--- src/rtl/hazard_ctrl.sv ---
// -----------------------------------------------------------------------------
// hazard_ctrl
//   Decode-stage interlock for a single-issue in-order pipeline. Tracks pending
//   register writes with a 2-bit counter per architectural register (x1..x31),
//   holds decode on RAW hazards or a saturated destination counter, and
//   sequences branch resolution (wait for resolve, then flush IF/ID for
//   FLUSH_CYCLES cycles on a taken branch).
//
// Parameters
//   FLUSH_CYCLES   1..7, cycles flush_o stays high after a taken branch.
//
// Configuration macro
//   HAZARD_WB_BYPASS_EN  when defined, a source with exactly one pending write
//                        that retires in the same cycle is not a hazard (the
//                        register file writes through to the read port).
//
// Ports
//   clk, rst                  core clock, asynchronous active-high reset
//   id_valid_i                decode holds a valid instruction
//   id_rs1_i, id_rs2_i [4:0]  source registers (0 when unused)
//   id_rd_i [4:0]             destination register
//   id_rf_wr_en_i             instruction writes id_rd_i
//   id_is_branch_i            instruction is JAL/JALR/branch
//   ex_ready_i                execute can accept an instruction
//   wb_valid_i, wb_rd_i [4:0] writeback commits a write to wb_rd_i
//   br_resolve_i, br_taken_i  execute resolves the outstanding branch
//   issue_o                   instruction moves decode->execute this cycle
//   stall_o                   hold PC and IF/ID
//   flush_o                   invalidate IF/ID
//   busy_mask_o [31:0]        bit n = register n has a pending write
//   state_o [1:0]             0 RUN, 1 BR_WAIT, 2 FLUSH
// -----------------------------------------------------------------------------
module hazard_ctrl #(
  parameter int unsigned FLUSH_CYCLES = 2
) (
  input  logic        clk,
  input  logic        rst,
  input  logic        id_valid_i,
  input  logic [4:0]  id_rs1_i,
  input  logic [4:0]  id_rs2_i,
  input  logic [4:0]  id_rd_i,
  input  logic        id_rf_wr_en_i,
  input  logic        id_is_branch_i,
  input  logic        ex_ready_i,
  input  logic        wb_valid_i,
  input  logic [4:0]  wb_rd_i,
  input  logic        br_resolve_i,
  input  logic        br_taken_i,
  output logic        issue_o,
  output logic        stall_o,
  output logic        flush_o,
  output logic [31:0] busy_mask_o,
  output logic [1:0]  state_o
);

  typedef enum logic [1:0] {
    ST_RUN     = 2'd0,
    ST_BR_WAIT = 2'd1,
    ST_FLUSH   = 2'd2
  } state_t;

  state_t     state_q, state_d;
  logic [2:0] flush_cnt_q, flush_cnt_d;

  // Per-register pending-write counters; x0 has no storage.
  logic [1:0]        cnt_q [1:31];
  // Flattened view with x0 tied to zero so lookups need no special case.
  logic [31:0][1:0]  cnt_all;

  always_comb begin
    cnt_all[0] = 2'd0;
    for (int n = 1; n < 32; n++) begin
      cnt_all[n] = cnt_q[n];
    end
  end

  // ---------------------------------------------------------------------------
  // Hazard detection
  // ---------------------------------------------------------------------------
  logic [1:0] rs1_cnt, rs2_cnt, rd_cnt;
  logic       rs1_byp, rs2_byp;
  logic       rs1_haz, rs2_haz, rd_haz, hazard;

  assign rs1_cnt = cnt_all[id_rs1_i];
  assign rs2_cnt = cnt_all[id_rs2_i];
  assign rd_cnt  = cnt_all[id_rd_i];

`ifdef HAZARD_WB_BYPASS_EN
  // The last outstanding write retiring this cycle is visible through the
  // register file, so the read can proceed.
  assign rs1_byp = (rs1_cnt == 2'd1) && wb_valid_i && (wb_rd_i == id_rs1_i);
  assign rs2_byp = (rs2_cnt == 2'd1) && wb_valid_i && (wb_rd_i == id_rs2_i);
`else
  assign rs1_byp = 1'b0;
  assign rs2_byp = 1'b0;
`endif

  assign rs1_haz = (id_rs1_i != 5'd0) && (rs1_cnt != 2'd0) && !rs1_byp;
  assign rs2_haz = (id_rs2_i != 5'd0) && (rs2_cnt != 2'd0) && !rs2_byp;
  // A saturated counter cannot record another pending write.
  assign rd_haz  = id_rf_wr_en_i && (id_rd_i != 5'd0) && (rd_cnt == 2'd3);
  assign hazard  = rs1_haz || rs2_haz || rd_haz;

  // ---------------------------------------------------------------------------
  // Outputs (gated by rst so they read 0 for the whole reset window)
  // ---------------------------------------------------------------------------
  assign issue_o = !rst && (state_q == ST_RUN) && id_valid_i && ex_ready_i && !hazard;
  assign stall_o = !rst && id_valid_i && !issue_o && (state_q != ST_FLUSH);
  assign flush_o = !rst && (state_q == ST_FLUSH);
  assign state_o = state_q;

  always_comb begin
    busy_mask_o = '0;
    for (int n = 1; n < 32; n++) begin
      busy_mask_o[n] = (cnt_q[n] != 2'd0);
    end
  end

  // ---------------------------------------------------------------------------
  // Scoreboard counters
  // ---------------------------------------------------------------------------
  for (genvar n = 1; n < 32; n++) begin : g_cnt
    logic inc, dec;
    assign inc = issue_o && id_rf_wr_en_i && (id_rd_i == 5'(n));
    // A retire to an idle register is dropped rather than wrapping.
    assign dec = wb_valid_i && (wb_rd_i == 5'(n)) && (cnt_q[n] != 2'd0);

    // NOTE: the counter array is reset (not left as uninitialised storage)
    // because busy_mask_o and the hazard logic read it from the first cycle.
    always_ff @(posedge clk or posedge rst) begin
      if (rst) begin
        cnt_q[n] <= 2'd0;
      end else if (inc && !dec) begin
        // NOTE: non-blocking assignment so every flop samples pre-edge values.
        cnt_q[n] <= cnt_q[n] + 2'd1;
      end else if (dec && !inc) begin
        cnt_q[n] <= cnt_q[n] - 2'd1;
      end
    end
  end

  // ---------------------------------------------------------------------------
  // Branch FSM
  // ---------------------------------------------------------------------------
  always_ff @(posedge clk or posedge rst) begin
    if (rst) begin
      state_q     <= ST_RUN;
      flush_cnt_q <= 3'd0;
    end else begin
      state_q     <= state_d;
      flush_cnt_q <= flush_cnt_d;
    end
  end

  always_comb begin
    // NOTE: defaults first so every path assigns every output (no latches).
    state_d     = state_q;
    flush_cnt_d = flush_cnt_q;
    unique case (state_q)
      ST_RUN: begin
        if (issue_o && id_is_branch_i) state_d = ST_BR_WAIT;
      end
      ST_BR_WAIT: begin
        if (br_resolve_i) begin
          if (br_taken_i) begin
            state_d     = ST_FLUSH;
            flush_cnt_d = 3'(FLUSH_CYCLES);
          end else begin
            state_d = ST_RUN;
          end
        end
      end
      ST_FLUSH: begin
        flush_cnt_d = flush_cnt_q - 3'd1;
        if (flush_cnt_q <= 3'd1) begin
          state_d     = ST_RUN;
          flush_cnt_d = 3'd0;
        end
      end
      default: begin
        state_d     = ST_RUN;
        flush_cnt_d = 3'd0;
      end
    endcase
  end

endmodule

--- config.mk ---
export PLATFORM = sky130hd
export DESIGN_NAME = hazard_ctrl
export DESIGN_NICKNAME = d
export VERILOG_FILES = /design/src/rtl/hazard_ctrl.sv
export SDC_FILE = /design/constraint.sdc
export NUM_CORES = 1
export LEC_CHECK = 0
export BUFFER_PORTS_ARGS = -buffer_cell sky130_fd_sc_hd__buf_2
export CAP_MARGIN = 20
export CORE_MARGIN = 2
export CORE_UTILIZATION = 60
export DETAILED_ROUTE_END_ITERATION = 16
export PLACE_DENSITY_LB_ADDON = 0.05
export RECOVER_POWER = 100
export SYNTH_ARGS = -nofsm -noshare
export SYNTH_HDL_FRONTEND = slang
export SYNTH_SLANG_ARGS = --single-unit
--- constraint.sdc ---
create_clock -name clk -period 3.21 [get_ports clk]
set_input_delay 0 -clock clk [delete_from_list [all_inputs] [get_ports clk]]
set_output_delay 0 -clock clk [all_outputs]
set_load 0.005 [all_outputs]
==> key figures, run 1 <==
Worst setup path
  • Critical path class: reg -> reg
  • Data arrival time of the critical path: between 3 and 4 ns
  • Cell-by-cell trace of the critical path: or2_4 -> mux2_2 -> mux4_2 -> a32oi_1 -> and4_4 -> nand4_4 -> buf_12 -> nor4_2 -> ha_1 -> nor2_1 -> xor2_1
  • R2R Path Start: cnt_all[38]
  • R2r endpoint: cnt_all[31]
  • Critical Path Start Type: register
  • Depth of the worst register-to-register path: 11
  • Biggest fanout along the worst timing path: 16
  • Number of buffer and inverter instances along the worst setup path: 1
  • Critical Path End Type: register
  • Slowest CP cell: mux4_2
  • Top delay family on crit path: simple AND/OR/NAND/NOR gates
  • Slack of the worst reg-to-reg path: -0.07 ns
  • Required time of the critical path: about 3.5 ns
  • Critical Path Max Stage Delay: approximately 0.45 ns

Cells and area
  • Number of antenna diodes: 0
  • Area delta synth->final: 23.1%
  • FF+latch area: about 1700 um^2
  • Area of the multi-input gates: 3740 um^2
  • Share of cells above drive strength 1: 36.6%
  • Filler Cells Inserted: roughly 600
  • Finished Layout Cells: roughly 750
  • Utilization after layout: between 70% and 80%
  • Number of nets in the layout: a little over 700
  • Final instance area: around 6700 um^2

Timing
  • Minimum clock period after layout: ~3.3 ns
  • Skew final: 0.0101 ns
  • Portion of the clock cycle consumed by the worst path in the final layout: 102%
  • Max Clk Rate: about 0.3 GHz
  • Pins over their slew limit: 0
  • Final hold violations: 0
  • Unrepaired setup endpoints after global routing: true
  • Worst slew margin relative to its limit: between 20% and 30%
  • Min setup slack post-route: -0.0749 ns
  • Number of failing setup endpoints in the final timing report: 21
  • Tightest hold margin: 0.0879 ns
  • Transition time at the pin with the least slew margin: between 1 and 1.5 ns

Placed design
  • Placement-stage cell area: between 6000 and 7000 um^2
  • HPWL after detailed placement: 11.8 mm
  • Placer's final routability congestion estimate: 0.955
  • Placed Cells incl. Taps: ~720
  • Port Buffers: 64

Logic synthesis
  • Most instantiated cells after synthesis: dfrtp_1 (67), xor2_1 (62), nor2_1 (53)
  • Dominant cell type by area after synthesis: dfrtp_1
  • Warnings, synthesis: 0
  • Library cells used by synthesis: 55
  • Synth Register Bits: between 60 and 70
  • Main area contributors after synthesis: dfrtp_1 (31%), xor2_1 (10%), ha_1 (8.3%), mux4_2 (7.5%), xnor2_1 (5.0%)
  • Synth Instances: 540
  • Synthesized net count: 605
  • Post-synth EDFFs: 0
  • Synth Cell Area: about 5400 um^2
  • Sequential cell area fraction in the yosys report: a little under a third
  • Average cell area after synthesis: roughly 10 um^2
  • Yosys top cell area share: slightly above 30%
  • Main synth FF type: dfrtp_1
  • Cell with the most instances after synthesis: dfrtp_1
  • Synth async-reset ratio: 100%

Power and ir drop
  • Areal power density over the cells: 555 nW/um^2
  • Cell internal power dissipation: between 0.002 and 0.0025 W
  • Sw Ratio: between 30 and 40%
  • Part of the total power dissipated in the clock network: 23.5%
  • Worst supply voltage drop on vdd: 0.391 mV
  • Net switching power figure: approximately 0.0014 W
  • Leakage power figure: 3.30 nW
  • Share of power burned in registers: around a third
  • Combinational fraction of design power: between 40% and 50%

Die
  • Number of placement rows: 34
  • Boundary Pins: 66
  • Core ar.: 8720 um^2
  • Die Area: 9790 um^2
  • Horizontal die dimension: between 90 and 100 um
  • Effective utilization at floorplan: about 62%
  • Die height: 98.9 um

Global routing
  • Wire length of the first global-routing pass: roughly 26 mm
  • Antenna violations before repair: 0
  • Global Route Usage Sum: roughly 35%
  • Total congestion overflow after global routing: 0
  • Via count of the first global-routing pass: about 4,900
  • Maximum number of pins on one net before global-route repair: between 60 and 70

Route
  • Antenna Violating Nets Remaining: 0
  • Metal2 WL: a little under 8 mm
  • Iteration-0 DRC count of the detailed router: approximately 530
  • Routed wire length: about 17 mm
  • Routed length per placed instance: 22.2 um
  • Top routing layer used: met4
  • Routed wire length on met3: about 1.7 mm
  • Number of vias in the routed layout: a little under 5,000
  • Remaining routing DRC violations: 0
  • WL met1: 6.52 mm
  • Router iterations before antenna repair: 8
  • Vias per cell: around 6.6

Worst hold path
  • Type of the tightest min-delay check: in -> reg
  • Hold Crit Start: br_taken_i
  • Terminating pin of the worst hold path: state_o[1]
  • Worst hold path depth: 5

CTS
  • CTS max path bufs: 2
  • Clock buffer count from CTS: 9
  • TritonCTS sink count: between 60 and 70
  • CTS tree: yes
  • Clk Latency, worst-skew pair: 0.36 ns
  • Clock slew seen by the registers of the worst setup and hold paths: roughly 0.07 ns
  • Clock tree root buffer cell: clkbuf_8
  • H-tree lvl count: 3

Run status
  • Violations in the final reports: negative setup slack
  • Result of the run: finished, violations left

Flow run
  • Max-capacitance violation count: 0
[layout make-up]
cell class	instances	area share, %
clock buffer	13	2.69
clock inverter	3	1.01
inverter	17	1.01
multi-input combinational	426	56.2
sequential	67	25.2
tap	108	2.03
timing repair buffer	119	11.9
[metal layers]
layer  vias up  GRT usage (%)
met5         -              0
met4         0           13.8
met3        60           6.67
met2       347           53.8
met1      2382           48.0
li1       2152              -
[cells by family after synthesis]
logic type | Yosys count | synth area share, %
compound gates | 45 | 5.72
other cells | 1 | 0.0693
mux | 38 | 11.8
xor+xnor | 93 | 15.1
simple gates | 213 | 23.4
flops | 67 | 31.0
fa+ha+maj | 36 | 8.33
buf+inv | 47 | 4.70
[flip-flops by register name, summed over array words and instances, names as in the netlist]
register,count
state_o,2
cnt_all,62
flush_cnt_q,3
[layout by cell type (no fill, tap or decap), types with 11 or more instances in the layout]
cell      instances
nand3_1          26
nor3_1           14
nand4_1          12
xor2_1           58
nand2_1          14
mux4_2           18
nor2_1           48
dfrtp_1          67
mux2_2           11
buf_4            49
xnor2_1          31
nor2b_1          11
o21ai_0          12
inv_1            15
or2_2            13
clkbuf_8         13
ha_1             27
buf_2            63
nor4_2           19
[worst reg2reg max path, cell delays in order, from the launching register on]
cell and delay (ns):
dfrtp_1 0.40, or2_4 0.27, mux2_2 0.27, mux4_2 0.45
a32oi_1 0.24, and4_4 0.28, nand4_4 0.17, buf_12 0.21
nor4_2 0.28, ha_1 0.31, nor2_1 0.14, xor2_1 0.19
[power by group through the flow]
stage | registers [W] | logic [W] | clock network [W]
finish | 0.00123 | 0.00160 | 0.000871
global placement | 0.00123 | 0.00144 | 0
global route | 0.00126 | 0.00171 | 0.000915
detailed placement | 0.00124 | 0.00147 | 0
floorplan | 0.00121 | 0.000873 | 0
CTS | 0.00122 | 0.00149 | 0.000880
[what timing repair did]
| action | in CTS | in global routing |
|---|---|---|
| setup buffers | 0 | 11 |
| pin swaps | 0 | 16 |
| hold buffers | 2 | 0 |
| setup endpoints to repair | 6 | 32 |
| resized for setup | 6 | 44 |
| endpoints found under the hold margin | 32 | 0 |
| gates cloned | 0 | 1 |
[stage by stage]
step           setup TNS (ns)  worst slack (ns)  power (W)
2_1_floorplan               0             0.246    0.00209
5_1_grt                 -4.20            -0.169    0.00388
4_1_cts                     0           0.00260    0.00359
6_report               -0.625           -0.0749    0.00370
3_5_place_dp           -0.248           -0.0776    0.00270
3_3_place_gp          -0.0119           -0.0119    0.00267
[worst max path at each step]
stage,depth (start not counted),start,endpoint,slack (ns)
floorplan,12,cnt_all[34],cnt_all[15],0.25
global placement,12,cnt_all[27],cnt_all[15],-0.01
detailed placement,11,cnt_all[19],cnt_all[15],-0.08
CTS,11,cnt_all[19],cnt_all[31],0.003
global route,12,cnt_all[38],cnt_all[19],-0.17
finish,11,cnt_all[38],cnt_all[31],-0.07
(Power assumes the default switching activity.)
==> run 2, diff against run 1 <==
CORE_MARGIN = 10   (was 2)
==> key figures, run 2 (synthesis results as in run 1) <==
CTS
  • CTS max path bufs: 2 (unchanged)
  • CTS tree: yes (unchanged)
  • Clk Latency, worst-skew pair: 0.37 ns (was 0.36 ns)
  • Clock slew seen by the registers of the worst setup and hold paths: 0.08 ns (was 0.07 ns)
  • Clock tree root buffer cell: clkbuf_8 (unchanged)
  • H-tree lvl count: 3 (unchanged)
  • TritonCTS sink count: 67 (unchanged)
  • Clock buffer count from CTS: 9 (unchanged)

Route
  • Routed length per placed instance: 22.3 um (was 22.2 um)
  • Number of vias in the routed layout: 4,767 (was 4,941)
  • Routed wire length: 16.6 mm (was 16.7 mm)
  • Router iterations before antenna repair: 5 (was 8)
  • Vias per cell: 6.37 (was 6.56)
  • Iteration-0 DRC count of the detailed router: 437 (was 532)
  • Remaining routing DRC violations: 0 (unchanged)
  • Antenna Violating Nets Remaining: 0 (unchanged)

Die
  • Die Area: 13,200 um^2 (was 9790 um^2)
  • Core ar.: 8760 um^2 (was 8720 um^2)
  • Horizontal die dimension: 115 um (was 98.9 um)
  • Number of placement rows: 34 (unchanged)
  • Effective utilization at floorplan: 61.7% (was 62.0%)
  • Boundary Pins: 66 (unchanged)
  • Die height: 115 um (was 98.9 um)

Worst setup path
  • Endpoint of the most critical setup path: cnt_all[45] (was cnt_all[31])
  • Depth of the worst register-to-register path: 12 (was 11)
  • R2R Path Start: cnt_all[35] (was cnt_all[38])
  • Data arrival time of the critical path: 3.49 ns (was 3.55 ns)
  • Critical Path Start Type: register (unchanged)
  • Slowest CP cell: mux4_2 (unchanged)
  • Critical Path Max Stage Delay: 0.48 ns (was 0.45 ns)
  • Most used cell along the critical path: xor2_1
  • Required time of the critical path: 3.46 ns (was 3.48 ns)
  • Critical Path End Type: register (unchanged)
  • Critical path depth: 12 (was 11)
  • R2r endpoint: cnt_all[45] (was cnt_all[31])
  • Start point of the critical path: cnt_all[35] (was cnt_all[38])
  • Cell-by-cell trace of the critical path: or2_4 -> mux2_4 -> mux4_2 -> a32oi_1 -> and4_4 -> nand4_4 -> buf_12 -> nor4_2 -> ha_1 -> xor2_1 -> nor2_1 -> xor2_1 (was or2_4 -> mux2_2 -> mux4_2 -> a32oi_1 -> and4_4 -> nand4_4 -> buf_12 -> nor4_2 -> ha_1 -> nor2_1 -> xor2_1)
  • Critical path class: reg -> reg (unchanged)
  • Top delay family on crit path: simple AND/OR/NAND/NOR gates (unchanged)
  • Biggest fanout along the worst timing path: 25 (was 16)
  • Number of buffer and inverter instances along the worst setup path: 1 (unchanged)
  • Slack of the worst reg-to-reg path: -0.04 ns (was -0.07 ns)

Global routing
  • Wire length of the first global-routing pass: 25.8 mm (was 26.5 mm)
  • Maximum number of pins on one net before global-route repair: 68 (unchanged)
  • Total congestion overflow after global routing: 0 (unchanged)
  • Antenna violations before repair: 0 (unchanged)
  • Global Route Usage Sum: 24.7% (was 34.6%)
  • Via count of the first global-routing pass: 4,883 (was 4,924)

Run status
  • Result of the run: finished, violations left (unchanged)
  • Violations in the final reports: max-capacitance violations, max-slew violations, negative setup slack (was negative setup slack)

Power and ir drop
  • Areal power density over the cells: 536 nW/um^2 (was 555 nW/um^2)
  • Leakage power figure: 3.19 nW (was 3.30 nW)
  • Worst supply voltage drop on vdd: 0.360 mV (was 0.391 mV)
  • Total power after layout: 0.00347 W (was 0.00370 W)

Cells and area
  • Finished Layout Cells: 748 (was 753)
  • Filler Cells Inserted: 670 (was 584)
  • Flip-flop count of the largest register after layout: 62 (unchanged)
  • Number of nets in the layout: 700 (was 705)
  • Leading cell types in the layout, fill and taps excluded: dfrtp_1 (67), xor2_1 (58), buf_2 (49) (was dfrtp_1 (67), buf_2 (63), xor2_1 (58))
  • FF+latch area: 1680 um^2 (unchanged)
  • Most common cell after layout, fill and taps aside: dfrtp_1 (unchanged)
  • Share of cells above drive strength 1: 32.7% (was 36.6%)
  • Area of the multi-input gates: 3700 um^2 (was 3740 um^2)
  • Area delta synth->final: 19.7% (was 23.1%)
  • Number of antenna diodes: 0 (unchanged)

Placed design
  • Placer's final routability congestion estimate: 0.923 (was 0.955)
  • HPWL after detailed placement: 12.4 mm (was 11.8 mm)
  • Port Buffers: 64 (unchanged)
  • Placed Cells incl. Taps: 726 (was 723)

Timing
  • Transition time at the pin with the least slew margin: 1.70 ns (was 1.05 ns)
  • Pins over their slew limit: 68 (was 0)
  • Portion of the clock cycle consumed by the worst path in the final layout: 101% (was 102%)
  • Number of failing setup endpoints in the final timing report: 2 (was 21)
  • Max Clk Rate: 0.308 GHz (was 0.304 GHz)
  • Unrepaired setup endpoints after global routing: true (unchanged)
  • Skew final: 0.0128 ns (was 0.0101 ns)
  • Minimum clock period after layout: 3.25 ns (was 3.28 ns)
  • Min setup slack post-route: -0.0361 ns (was -0.0749 ns)
  • Summed negative setup slack over all endpoints: -0.0365 ns (was -0.625 ns)
  • Final hold violations: 0 (unchanged)
  • Worst slew margin relative to its limit: -13.5% (was 29.8%)

Worst hold path
  • Type of the tightest min-delay check: in -> reg (unchanged)

Flow run
  • Max-capacitance violation count: 1 (was 0)
run 2: cell types whose count changed in the layout (fill, tap and decap cells not counted), moves of 3 or more:
cell and change:
nor2_2 +5, nor2_1 -4, nor4_2 -3, clkbuf_1 +18, buf_2 -14, nor4_1 +3, or2_2 +4, or2_4 -4
buf_4 -6, clkbuf_8 -4, ha_2 -5, ha_1 +6
run 2: layer usage:
layer	up-vias	wire length [um]	global-route usage (%)	part of all wire, %
li1	2127	-	-	-
met1	2308	6740	31.9	41
met2	274	7750	38.5	47
met3	58	1510	5.63	9.1
met4	0	637	11.9	3.8
met5	-	0	0	0
run 2: how the worst min path moves through the flow:
stage	endpoint	depth (start not counted)	slack (ns)	from
after floorplan	flush_o	1	0.03	rst
after global placement	flush_o	3	0.28	rst
after detailed placement	flush_o	3	0.29	rst
after CTS	state_o[1]	5	0.08	br_taken_i
after global routing	state_o[1]	5	0.13	br_taken_i
final	state_o[1]	5	0.07	br_taken_i
run 2: timing repair:
action / 4_1_cts / 5_1_grt
gates resized for setup: 8 / 34
hold buffers: 2 / 0
pin swaps: 0 / 4
endpoints found under the hold margin: 6 / 0
buffers inserted: 0 / 4
setup endpoints to repair: 21 / 28
run 2: power by group:
part | switching [W] | leakage (nW) | internal [W]
Clock | 0.000345 | 0.0906 | 0.000360
Combinational | 0.000806 | 2.18 | 0.000743
Sequential | 0.000186 | 0.913 | 0.00103
run 2: stage by stage:
stage          util (%)  hold slack, ns  instance area [um^2]  worst slack, ns
2_1_floorplan         -          0.0302                  5410            0.246
4_1_cts            71.8          0.0817                  6290          0.00988
5_1_grt            73.9           0.134                  6470           -0.136
3_5_place_dp       68.8           0.287                  6030           -0.151
3_3_place_gp       68.8           0.284                  6030          -0.0712
6_report           73.9          0.0746                  6470          -0.0361
run 2: worst register-to-register path, stage by stage, from the launching register on:
cell and delay (ns):
dfrtp_1 0.42, or2_4 0.25, mux2_4 0.26, mux4_2 0.48
a32oi_1 0.20, and4_4 0.25, nand4_4 0.13, buf_12 0.21
nor4_2 0.33, ha_1 0.23, xor2_1 0.17, nor2_1 0.07
xor2_1 0.14
run 2: layout make-up:
| cell class | count | area share (%) |
|---|---|---|
| Clock inverter | 4 | 0.792 |
| Timing Repair Buffer | 114 | 10.9 |
| Tap cell | 108 | 2.09 |
| Clock buffer | 12 | 2.09 |
| Inverter | 17 | 1.04 |
| Multi-Input combinational cell | 426 | 57.2 |
| Sequential cell | 67 | 25.9 |
==> run 3, diff against run 2 <==
CORE_MARGIN = default   (was 10)
GPL_TIMING_DRIVEN = 0   (was default)
==> key figures, run 3 (synthesis results as in run 1) <==
CTS
  • TritonCTS sink count: 67 (unchanged)
  • Clk Latency, worst-skew pair: 0.36 ns (was 0.37 ns)
  • CTS tree: yes (unchanged)
  • Clock tree root buffer cell: clkbuf_8 (unchanged)
  • CTS max path bufs: 2 (unchanged)
  • H-tree lvl count: 3 (unchanged)
  • Clock slew seen by the registers of the worst setup and hold paths: 0.08 ns (about the same)
  • Clock buffer count from CTS: 9 (unchanged)

Timing
  • Worst slew margin relative to its limit: -37.4% (was -13.5%)
  • Portion of the clock cycle consumed by the worst path in the final layout: 102% (was 101%)
  • Number of failing setup endpoints in the final timing report: 14 (was 2)
  • Unrepaired setup endpoints after global routing: true (unchanged)
  • Tightest hold margin: 0.0972 ns (was 0.0746 ns)
  • Max Clk Rate: 0.306 GHz (was 0.308 GHz)
  • Summed negative setup slack over all endpoints: -0.278 ns (was -0.0365 ns)
  • Transition time at the pin with the least slew margin: 2.06 ns (was 1.70 ns)
  • Pins over their slew limit: 39 (was 68)
  • Minimum clock period after layout: 3.27 ns (was 3.25 ns)
  • Skew final: 0.0134 ns (was 0.0128 ns)
  • Min setup slack post-route: -0.0584 ns (was -0.0361 ns)
  • Final hold violations: 0 (unchanged)

Cells and area
  • Leading cell types in the layout, fill and taps excluded: dfrtp_1 (66), xor2_1 (62), buf_2 (54) (was dfrtp_1 (67), xor2_1 (58), buf_2 (49))
  • Share of cells above drive strength 1: 29.7% (was 32.7%)
  • Flip-flop count of the largest register after layout: 62 (unchanged)
  • Number of nets in the layout: 682 (was 700)
  • Number of antenna diodes: 0 (unchanged)
  • Utilization after layout: 73.6% (was 73.9%)
  • Area delta synth->final: 18.7% (was 19.7%)
  • Finished Layout Cells: 730 (was 748)
  • Most common cell after layout, fill and taps aside: dfrtp_1 (unchanged)

Global routing
  • Total congestion overflow after global routing: 0 (unchanged)
  • Via count of the first global-routing pass: 4,616 (was 4,883)
  • Maximum number of pins on one net before global-route repair: 39 (was 68)
  • Wire length of the first global-routing pass: 24.9 mm (was 25.8 mm)
  • Global Route Usage Sum: 34.6% (was 24.7%)
  • Antenna violations before repair: 0 (unchanged)

Run status
  • Violations in the final reports: max-capacitance violations, max-slew violations, negative setup slack (unchanged)
  • Result of the run: finished, violations left (unchanged)

Die
  • Boundary Pins: 66 (unchanged)
  • Core ar.: 8720 um^2 (was 8760 um^2)
  • Effective utilization at floorplan: 62.0% (was 61.7%)
  • Number of placement rows: 34 (unchanged)
  • Die Area: 9400 um^2 (was 13,200 um^2)
  • Die height: 96.9 um (was 115 um)
  • Horizontal die dimension: 96.9 um (was 115 um)

Power and ir drop
  • Areal power density over the cells: 551 nW/um^2 (was 536 nW/um^2)
  • Leakage power figure: 3.16 nW (was 3.19 nW)
  • Worst supply voltage drop on vdd: 0.361 mV (was 0.360 mV)

Placed design
  • Port Buffers: 54 (was 64)
  • Worst-case setup slack after placement: -0.244 ns (was -0.151 ns)
  • HPWL after detailed placement: 11.7 mm (was 12.4 mm)
  • Placer's final routability congestion estimate: 0.981 (was 0.923)
  • Placed Cells incl. Taps: 703 (was 726)

Worst setup path
  • Critical path class: reg -> reg (unchanged)
  • Biggest fanout along the worst timing path: 10 (was 25)
  • Critical Path End Type: register (unchanged)
  • Critical Path Start Type: register (unchanged)
  • Required time of the critical path: 3.49 ns (was 3.46 ns)
  • Depth of the worst register-to-register path: 11 (was 12)
  • Data arrival time of the critical path: 3.54 ns (was 3.49 ns)

Worst hold path
  • Worst hold path depth: 5 (unchanged)
  • Type of the tightest min-delay check: in -> reg (unchanged)

Route
  • Iteration-0 DRC count of the detailed router: 421 (was 437)
  • Routed wire length: 15.8 mm (was 16.6 mm)
  • Router iterations before antenna repair: 5 (unchanged)
  • Antenna Violating Nets Remaining: 0 (unchanged)
  • Number of vias in the routed layout: 4,697 (was 4,767)
  • Remaining routing DRC violations: 0 (unchanged)
  • Vias per cell: 6.43 (was 6.37)
  • Routed length per placed instance: 21.6 um (was 22.3 um)

Flow run
  • Max-capacitance violation count: 1 (unchanged)
-- run 3: critical path: stages, from the launching register on --
cell	delay (ns)
dfrtp_1	0.43
or2_4	0.26
mux2_2	0.28
mux4_2	0.46
a32oi_1	0.21
and4_4	0.27
nand4_4	0.15
buf_6	0.21
nor4_4	0.25
ha_1	0.32
nor2_1	0.15
xor2_1	0.19
-- run 3: metrics by stage --
stage	cell area [um^2]	power (W)
after floorplan	5410	0.00209
after global placement	5820	0.00252
after detailed placement	5840	0.00256
after CTS	6360	0.00350
after global routing	6420	0.00372
final	6420	0.00354
-- run 3: final timing paths --
check / startpoint / to / slack, ns
setup / recovery: cnt_all[45] / cnt_all[23] / -0.06
hold / removal: br_taken_i / state_o[1] / 0.1
setup reg to reg: cnt_all[45] / cnt_all[23] / -0.06
hold reg to reg: cnt_all[3] / cnt_all[3] / 0.49
max in group asynchronous: rst / cnt_all[41] / 0.55
min in group asynchronous: rst / state_o[1] / 0.34
-- run 3: where the power goes --
part           switching [W]  internal [W]
Sequential          0.000230       0.00103
Clock               0.000355      0.000535
Combinational       0.000722      0.000666
Total                0.00131       0.00223
-- run 3: layout make-up --
type / instances / area [um^2]
Buffer: 30 / 194
Clock inverter: 5 / 100
Tap cell: 108 / 135
Fill cell: 624 / 2300
Inverter: 17 / 67.6
Multi-Input combinational cell: 426 / 3750
Sequential cell: 67 / 1680
Timing Repair Buffer: 66 / 353
Clock buffer: 11 / 141
-- run 3: layer usage --
metal	track usage (%)	wire length [um]	vias to the layer above	share of wire [%]
li1	-	-	2103	-
met1	44.8	6360	2259	40
met2	52.0	7130	268	45
met3	10.7	1450	67	9.2
met4	18.5	812	0	5.2
met5	0	0	-	0
-- run 3: what timing repair did --
| action | CTS | global route |
|---|---|---|
| endpoints found under the setup margin | 41 | 40 |
| gates resized for setup | 31 | 13 |
| hold endpoints to repair | 30 | 0 |
| buffers inserted | 6 | 3 |
| hold buffers | 2 | 0 |
| pin swaps | 1 | 2 |
| gates cloned | 0 | 0 |
